**src/rtl/mano_io_pkg.sv**
```systemverilog
// Shared types and constants for the basic computer's programmed-I/O port.
package mano_io_pkg;

  typedef enum logic [1:0] {
    IDLE  = 2'd0,
    START = 2'd1,
    DATA  = 2'd2,
    STOP  = 2'd3
  } io_state_t;

  localparam int DATA_BITS = 8;
  localparam int BIT_IDX_W = $clog2(DATA_BITS);

endpackage

```
**src/rtl/io_uart_rx.sv**
```systemverilog
// 8N1 UART receiver: rxd synchronizer, framing FSM and LSB-first shift register.
//
// state | meaning
// IDLE  | line high, waiting for a falling edge
// START | counting to mid start bit, re-check line low
// DATA  | sampling 8 data bits, one per bit period
// STOP  | sampling the stop bit, then report byte or framing error
module io_uart_rx
  import mano_io_pkg::*;
#(
  parameter int CLKS_PER_BIT = 16
) (
  input  logic                 clk,
  input  logic                 clr,
  input  logic                 rxd,
  output logic                 byte_valid,
  output logic [DATA_BITS-1:0] byte_data,
  output logic                 frame_err
);

  localparam int CW = $clog2(CLKS_PER_BIT);
  localparam logic [CW-1:0]        BIT_LAST = CW'(CLKS_PER_BIT - 1);
  localparam logic [CW-1:0]        HALF_BIT = CW'(CLKS_PER_BIT / 2 - 1);
  localparam logic [BIT_IDX_W-1:0] BIT_MAX  = BIT_IDX_W'(DATA_BITS - 1);

  io_state_t              state_q, state_d;
  logic [1:0]             sync_q, sync_d;
  logic [CW-1:0]          cnt_q, cnt_d;
  logic [BIT_IDX_W-1:0]   bit_q, bit_d;
  logic [DATA_BITS-1:0]   shift_q, shift_d;
  logic                   rx_s;

  assign rx_s      = sync_q[1];
  assign sync_d    = {sync_q[0], rxd};
  assign byte_data = shift_q;

  always_comb begin
    state_d    = state_q;
    cnt_d      = cnt_q - 1'b1;
    bit_d      = bit_q;
    shift_d    = shift_q;
    byte_valid = 1'b0;
    frame_err  = 1'b0;
    case (state_q)
      IDLE: begin
        // Preload half a bit so START lands on the middle of the start bit.
        cnt_d = HALF_BIT;
        if (!rx_s) state_d = START;
      end
      START: begin
        if (cnt_q == '0) begin
          if (rx_s) begin
            state_d = IDLE;
          end else begin
            state_d = DATA;
            cnt_d   = BIT_LAST;
            bit_d   = '0;
          end
        end
      end
      DATA: begin
        if (cnt_q == '0) begin
          shift_d = {rx_s, shift_q[DATA_BITS-1:1]};
          cnt_d   = BIT_LAST;
          if (bit_q == BIT_MAX) state_d = STOP;
          else                  bit_d   = bit_q + 1'b1;
        end
      end
      STOP: begin
        if (cnt_q == '0) begin
          state_d = IDLE;
          if (rx_s) byte_valid = 1'b1;
          else      frame_err  = 1'b1;
        end
      end
      default: state_d = IDLE;
    endcase
  end

  always_ff @(posedge clk or negedge clr) begin
    if (!clr) begin
      state_q <= IDLE;
      sync_q  <= 2'b11;
      cnt_q   <= '0;
      bit_q   <= '0;
      shift_q <= '0;
    end else begin
      state_q <= state_d;
      sync_q  <= sync_d;
      cnt_q   <= cnt_d;
      bit_q   <= bit_d;
      shift_q <= shift_d;
    end
  end

endmodule

```
**src/rtl/mano_io_port.sv**
```systemverilog
// Device side of the basic computer's programmed I/O: INPR/FGI, OUTR/FGO, IEN/irq,
// with OUTR serialized onto an 8N1 line and received frames loaded into INPR.
//
// state | meaning (TX)
// IDLE  | txd high, fgo=1, waiting for OUT
// START | driving the start bit
// DATA  | driving OUTR bits LSB first
// STOP  | driving the stop bit; fgo rises in its last cycle
module mano_io_port
  import mano_io_pkg::*;
#(
  parameter int CLKS_PER_BIT = 16
) (
  input  logic       clk,
  input  logic       clr,
  output logic [7:0] inpr,
  output logic       fgi,
  input  logic       inp_ack,
  input  logic [7:0] outr_in,
  input  logic       out_wr,
  output logic       fgo,
  input  logic       ion,
  input  logic       iof,
  output logic       ien,
  output logic       irq,
  input  logic       rxd,
  output logic       txd,
  output logic       rx_overrun,
  output logic       rx_frame_err
);

  localparam int CW = $clog2(CLKS_PER_BIT);
  localparam logic [CW-1:0]        BIT_LAST = CW'(CLKS_PER_BIT - 1);
  localparam logic [CW-1:0]        CNT_ONE  = CW'(1);
  localparam logic [BIT_IDX_W-1:0] BIT_MAX  = BIT_IDX_W'(DATA_BITS - 1);

  io_state_t            tx_state_q, tx_state_d;
  logic [CW-1:0]        tx_cnt_q, tx_cnt_d;
  logic [BIT_IDX_W-1:0] tx_bit_q, tx_bit_d, tx_bit_nxt;
  logic [7:0]           outr_q, outr_d;
  logic                 txd_q, txd_d;
  logic                 fgo_q, fgo_d;

  logic [7:0] inpr_q, inpr_d;
  logic       fgi_q, fgi_d;
  logic       ovr_q, ovr_d;
  logic       ferr_q, ferr_d;
  logic       ien_q, ien_d;
  logic       irq_q, irq_d;

  logic       rx_valid;
  logic [7:0] rx_data;
  logic       rx_ferr;

  io_uart_rx #(.CLKS_PER_BIT(CLKS_PER_BIT)) u_rx (
    .clk       (clk),
    .clr       (clr),
    .rxd       (rxd),
    .byte_valid(rx_valid),
    .byte_data (rx_data),
    .frame_err (rx_ferr)
  );

  assign tx_bit_nxt = tx_bit_q + 1'b1;

  always_comb begin
    tx_state_d = tx_state_q;
    tx_cnt_d   = tx_cnt_q - 1'b1;
    tx_bit_d   = tx_bit_q;
    outr_d     = outr_q;
    txd_d      = txd_q;
    fgo_d      = fgo_q;
    // fgo is only high in IDLE or the final STOP cycle, so this also chains frames.
    if (out_wr && fgo_q) begin
      outr_d     = outr_in;
      fgo_d      = 1'b0;
      tx_state_d = START;
      tx_cnt_d   = BIT_LAST;
      txd_d      = 1'b0;
    end else begin
      case (tx_state_q)
        IDLE: txd_d = 1'b1;
        START: begin
          if (tx_cnt_q == '0) begin
            tx_state_d = DATA;
            tx_cnt_d   = BIT_LAST;
            tx_bit_d   = '0;
            txd_d      = outr_q[0];
          end
        end
        DATA: begin
          if (tx_cnt_q == '0) begin
            tx_cnt_d = BIT_LAST;
            if (tx_bit_q == BIT_MAX) begin
              tx_state_d = STOP;
              txd_d      = 1'b1;
            end else begin
              tx_bit_d = tx_bit_nxt;
              txd_d    = outr_q[tx_bit_nxt];
            end
          end
        end
        STOP: begin
          if (tx_cnt_q == CNT_ONE) fgo_d = 1'b1;
          if (tx_cnt_q == '0) begin
            tx_state_d = IDLE;
            txd_d      = 1'b1;
          end
        end
        default: tx_state_d = IDLE;
      endcase
    end
  end

  always_comb begin
    inpr_d = inpr_q;
    fgi_d  = fgi_q;
    ovr_d  = ovr_q;
    ferr_d = ferr_q | rx_ferr;
    if (inp_ack) fgi_d = 1'b0;
    // An INP in the same cycle frees INPR, so the new byte is not an overrun.
    if (rx_valid) begin
      if (!fgi_q || inp_ack) begin
        inpr_d = rx_data;
        fgi_d  = 1'b1;
      end else begin
        ovr_d = 1'b1;
      end
    end
    ien_d = ien_q;
    if (ion) ien_d = 1'b1;
    if (iof) ien_d = 1'b0;
    irq_d = ien_q & (fgi_q | fgo_q);
  end

  always_ff @(posedge clk or negedge clr) begin
    if (!clr) begin
      tx_state_q <= IDLE;
      tx_cnt_q   <= '0;
      tx_bit_q   <= '0;
      outr_q     <= '0;
      txd_q      <= 1'b1;
      fgo_q      <= 1'b1;
      inpr_q     <= '0;
      fgi_q      <= 1'b0;
      ovr_q      <= 1'b0;
      ferr_q     <= 1'b0;
      ien_q      <= 1'b0;
      irq_q      <= 1'b0;
    end else begin
      tx_state_q <= tx_state_d;
      tx_cnt_q   <= tx_cnt_d;
      tx_bit_q   <= tx_bit_d;
      outr_q     <= outr_d;
      txd_q      <= txd_d;
      fgo_q      <= fgo_d;
      inpr_q     <= inpr_d;
      fgi_q      <= fgi_d;
      ovr_q      <= ovr_d;
      ferr_q     <= ferr_d;
      ien_q      <= ien_d;
      irq_q      <= irq_d;
    end
  end

  assign inpr         = inpr_q;
  assign fgi          = fgi_q;
  assign fgo          = fgo_q;
  assign ien          = ien_q;
  assign irq          = irq_q;
  assign txd          = txd_q;
  assign rx_overrun   = ovr_q;
  assign rx_frame_err = ferr_q;

endmodule

```
**config.mk**
```make
export PLATFORM = sky130hd
export DESIGN_NAME = mano_io_port
export DESIGN_NICKNAME = d
export VERILOG_FILES = /design/src/rtl/mano_io_pkg.sv /design/src/rtl/io_uart_rx.sv /design/src/rtl/mano_io_port.sv
export SDC_FILE = /design/constraint.sdc
export NUM_CORES = 1
export LEC_CHECK = 0
export ABC_AREA = 1
export CAP_MARGIN = 20
export CORE_ASPECT_RATIO = 1.4
export CORE_MARGIN = 5
export CORE_UTILIZATION = 30
export DETAILED_ROUTE_END_ITERATION = 10
export SYNTH_ARGS = -nofsm -noshare
export SYNTH_HDL_FRONTEND = slang
export SYNTH_HIERARCHICAL = 1
export SYNTH_SLANG_ARGS = --single-unit
```
**constraint.sdc**
```tcl
create_clock -name clk -period 2 [get_ports clk]
set_input_delay 0.4 -clock clk [delete_from_list [all_inputs] [get_ports clk]]
set_output_delay 0.4 -clock clk [all_outputs]
set_load 0.02 [all_outputs]
```
==> impl_metrics.env <==
export IMPL_avgSynthCellArea_um2=9.269
export IMPL_grt_setup_unrepaired="false"
export IMPL_ys_warn_count=6
export IMPL_io_pins=30
export IMPL_reg2reg_to="inpr[1]$_DFFE_PN0P_"
export IMPL_crit_buf_inv=1
export IMPL_final_setup_viol_count=0
export IMPL_synth_top_area_frac=0.4752
export IMPL_syn_nets=293
export IMPL_skew_ns=0.006795
export IMPL_power_density_mw_per_mm2=1251
export IMPL_overflow=0
export IMPL_rr_worst_depth=8
export IMPL_die_area_mm2=0.01019
export IMPL_vias_per_cell=4.407
export IMPL_worstMarginPinSlew_ns=0.3501
export IMPL_finalCritPeriodShare=0.9556
export IMPL_synth_top_flop_cell="dfrtp_1"
export IMPL_num_antenna_cells=0
export IMPL_rows=39
export IMPL_fill_cells=838
export IMPL_vias=1785
export IMPL_path_clk_slew_ns=0.07
export IMPL_hold_buffers=0
export IMPL_dp_hpwl_um=3304
export IMPL_drt_iter0_drc=46
export IMPL_fin_util=0.3758
export IMPL_drt_first_pass_iters=4
export IMPL_critPathLaunchType="register"
export IMPL_antenna_found_initial=0
export IMPL_max_freq_ghz=0.5233
export IMPL_nets=328
export IMPL_crit_family="buffers and inverters"
export IMPL_grt_pass1_vias=1824
export IMPL_synth_top_area_cell="dfrtp_1"
export IMPL_die_width_um=86.76
export IMPL_postCtsSetupRepairBufs=0
export IMPL_cpMaxStageDelayCell="clkdlybuf4s50_1"
export IMPL_use_met2=0.1628
export IMPL_maxCapViolCount=0
export IMPL_start_util=0.3055
export IMPL_critPathMaxStageDelay_ns=0.62
export IMPL_drive_gt1_frac=0.1848
export IMPL_place_area_mm2=0.002889
export IMPL_synth_top_cells_by_area="dfrtp_1 (48%), nand2_1 (11%), ha_1 (5.6%)"
export IMPL_hold_viol=0
export IMPL_min_period_ns=1.911
export IMPL_path_cells="clkdlybuf4s50_1"
export IMPL_final_common_cell="nand2_1"
export IMPL_min_path_type="primary input to asynchronous set/reset pin"
export IMPL_totalWireLength_um=4544
export IMPL_port_buffers=29
export IMPL_final_cell_area_mm2=0.003044
export IMPL_clock_path_buffers=2
export IMPL_ir_worst_vdd_v=0.0003761
export IMPL_grt_met1_usage=0.1228
export IMPL_htreeDepth=2
export IMPL_ys_ff_latch=51
export IMPL_relSlewSlack=0.7666
export IMPL_place_inst=397
export IMPL_synthArstFlopShare=1.000
export IMPL_cts_sinks=51
export IMPL_layout_common_cells="nand2_1 (75), dfrtp_1 (47), inv_1 (30)"
export IMPL_synthesis_area_mm2=0.002475
export IMPL_cp_depth=1
export IMPL_globalplace_congestion=0.7903
export IMPL_final_cells=405
export IMPL_grt_max_degree=52
export IMPL_r2r_slack_ns=0.23
export IMPL_cp_arrival_ns=1.51
export IMPL_area_delta_synth_final_pct=23.00
export IMPL_synthCells=267
export IMPL_ys_types=33
export IMPL_cp_end_kind="output pin"
export IMPL_status="finished, final reports clean"
export IMPL_wl_per_cell_um=11.22
export IMPL_finalMaxSlewViolations=0
export IMPL_crit_type="register to output pin"
export IMPL_cts_root_buf="clkbuf_16"
export IMPL_core_region_area_mm2=0.008100
export IMPL_gr_usage_met3=0.01961
export IMPL_grt_pass1_wl_um=8224
export IMPL_antenna_left=0
export IMPL_drcViolationCount=0
export IMPL_cts_resized=0
export IMPL_required_ns=1.60
export IMPL_ys_seq_area_frac=0.5177
export IMPL_synth_edf_count=0
export IMPL_die_h_um=117.5
export IMPL_fin_tns_setup_ns=0
export IMPL_numCtsBuffers=5
export IMPL_grt_usage=0.1005
export IMPL_grt_busiest_layer="met2"
export IMPL_crit_fanout=4
export IMPL_p_leak_nw=1.523
export IMPL_insertion_delay_ns=0.29
export IMPL_r2r_start="u_rx/cnt_q[0]$_DFF_PN0_"
export IMPL_cts_tree="done"
worst max path at each step:
stage,from,endpoint,slack (ns)
after detailed placement,u_rx/cnt_q[0]$_DFF_PN0_,inpr[5]$_DFFE_PN0P_,0.23
after global placement,u_rx/cnt_q[0]$_DFF_PN0_,inpr[3]$_DFFE_PN0P_,0.29
after floorplan,u_rx/cnt_q[0]$_DFF_PN0_,inpr[0]$_DFFE_PN0P_,0.41
final,fgo$_DFFE_PN1P_,fgo,0.09
after CTS,fgo$_DFFE_PN1P_,fgo,0.06
after global routing,fgo$_DFFE_PN1P_,fgo,0.04
kinds of logic (layout without fill, tap and decap cells):
group,after synthesis,after routing,share of synthesized area
xor+xnor,1,1,0.003540
buf+inv,45,81,0.07533
compound gates,31,31,0.07685
simple gates,120,120,0.2346
fa+ha+maj,11,11,0.05561
flops,51,51,0.5177
mux,8,8,0.03640
report_power, final:
group / leakage [nW] / switching (mW) / internal [mW]
clock: 0.0731 / 0.379 / 0.500
sequential: 0.645 / 0.204 / 1.31
combinational: 0.805 / 0.860 / 0.556
per-stage QoR:
step	power, mW	hold WS, ns	setup slack (ns)
2_1_floorplan	2.635	0.1044	0.4057
3_3_place_gp	2.932	0.3475	0.2918
3_5_place_dp	2.962	0.3472	0.2320
4_1_cts	3.878	0.09506	0.06143
5_1_grt	4.161	0.1176	0.03623
6_report	3.807	0.08218	0.08889
flip-flops by register name, indices dropped and copies added (netlist names), 2 cells and up, named ones only:
register,cells
tx_state_q,2
outr_q,8
inpr,8
u_rx/byte_data,8
u_rx/sync_q,2
tx_cnt_q,4
u_rx/cnt_q,4
u_rx/bit_q,3
tx_bit_q,3
cells in the mapped netlist, drive strengths merged, types with 2 or more instances:
master,instances
a21oi,5
buf,2
clkinv,4
dfrtp,47
dfstp,4
ha,11
inv,39
mux2,8
nand2,84
nand3,22
nor2,9
o21ai,24
or2,3
per-layer routing:
metal | vias up | wire length [um]
met5 | - | 0
met4 | 0 | 124
met3 | 6 | 166
met2 | 25 | 2214
met1 | 847 | 2039
li1 | 907 | -
layout make-up:
| type | instances | area, um2 | area share |
|---|---|---|---|
| well taps | 102 | 127.6 | 0.04192 |
| multi-input cells | 171 | 1007 | 0.3309 |
| clock buffers | 6 | 138.9 | 0.04562 |
| clock inverters | 2 | 16.27 | 0.005343 |
| flip-flops and latches | 51 | 1281 | 0.4209 |
| repair buffers | 30 | 305.3 | 0.1003 |
| inverters | 43 | 167.7 | 0.05508 |
(Power assumes the default switching activity.)
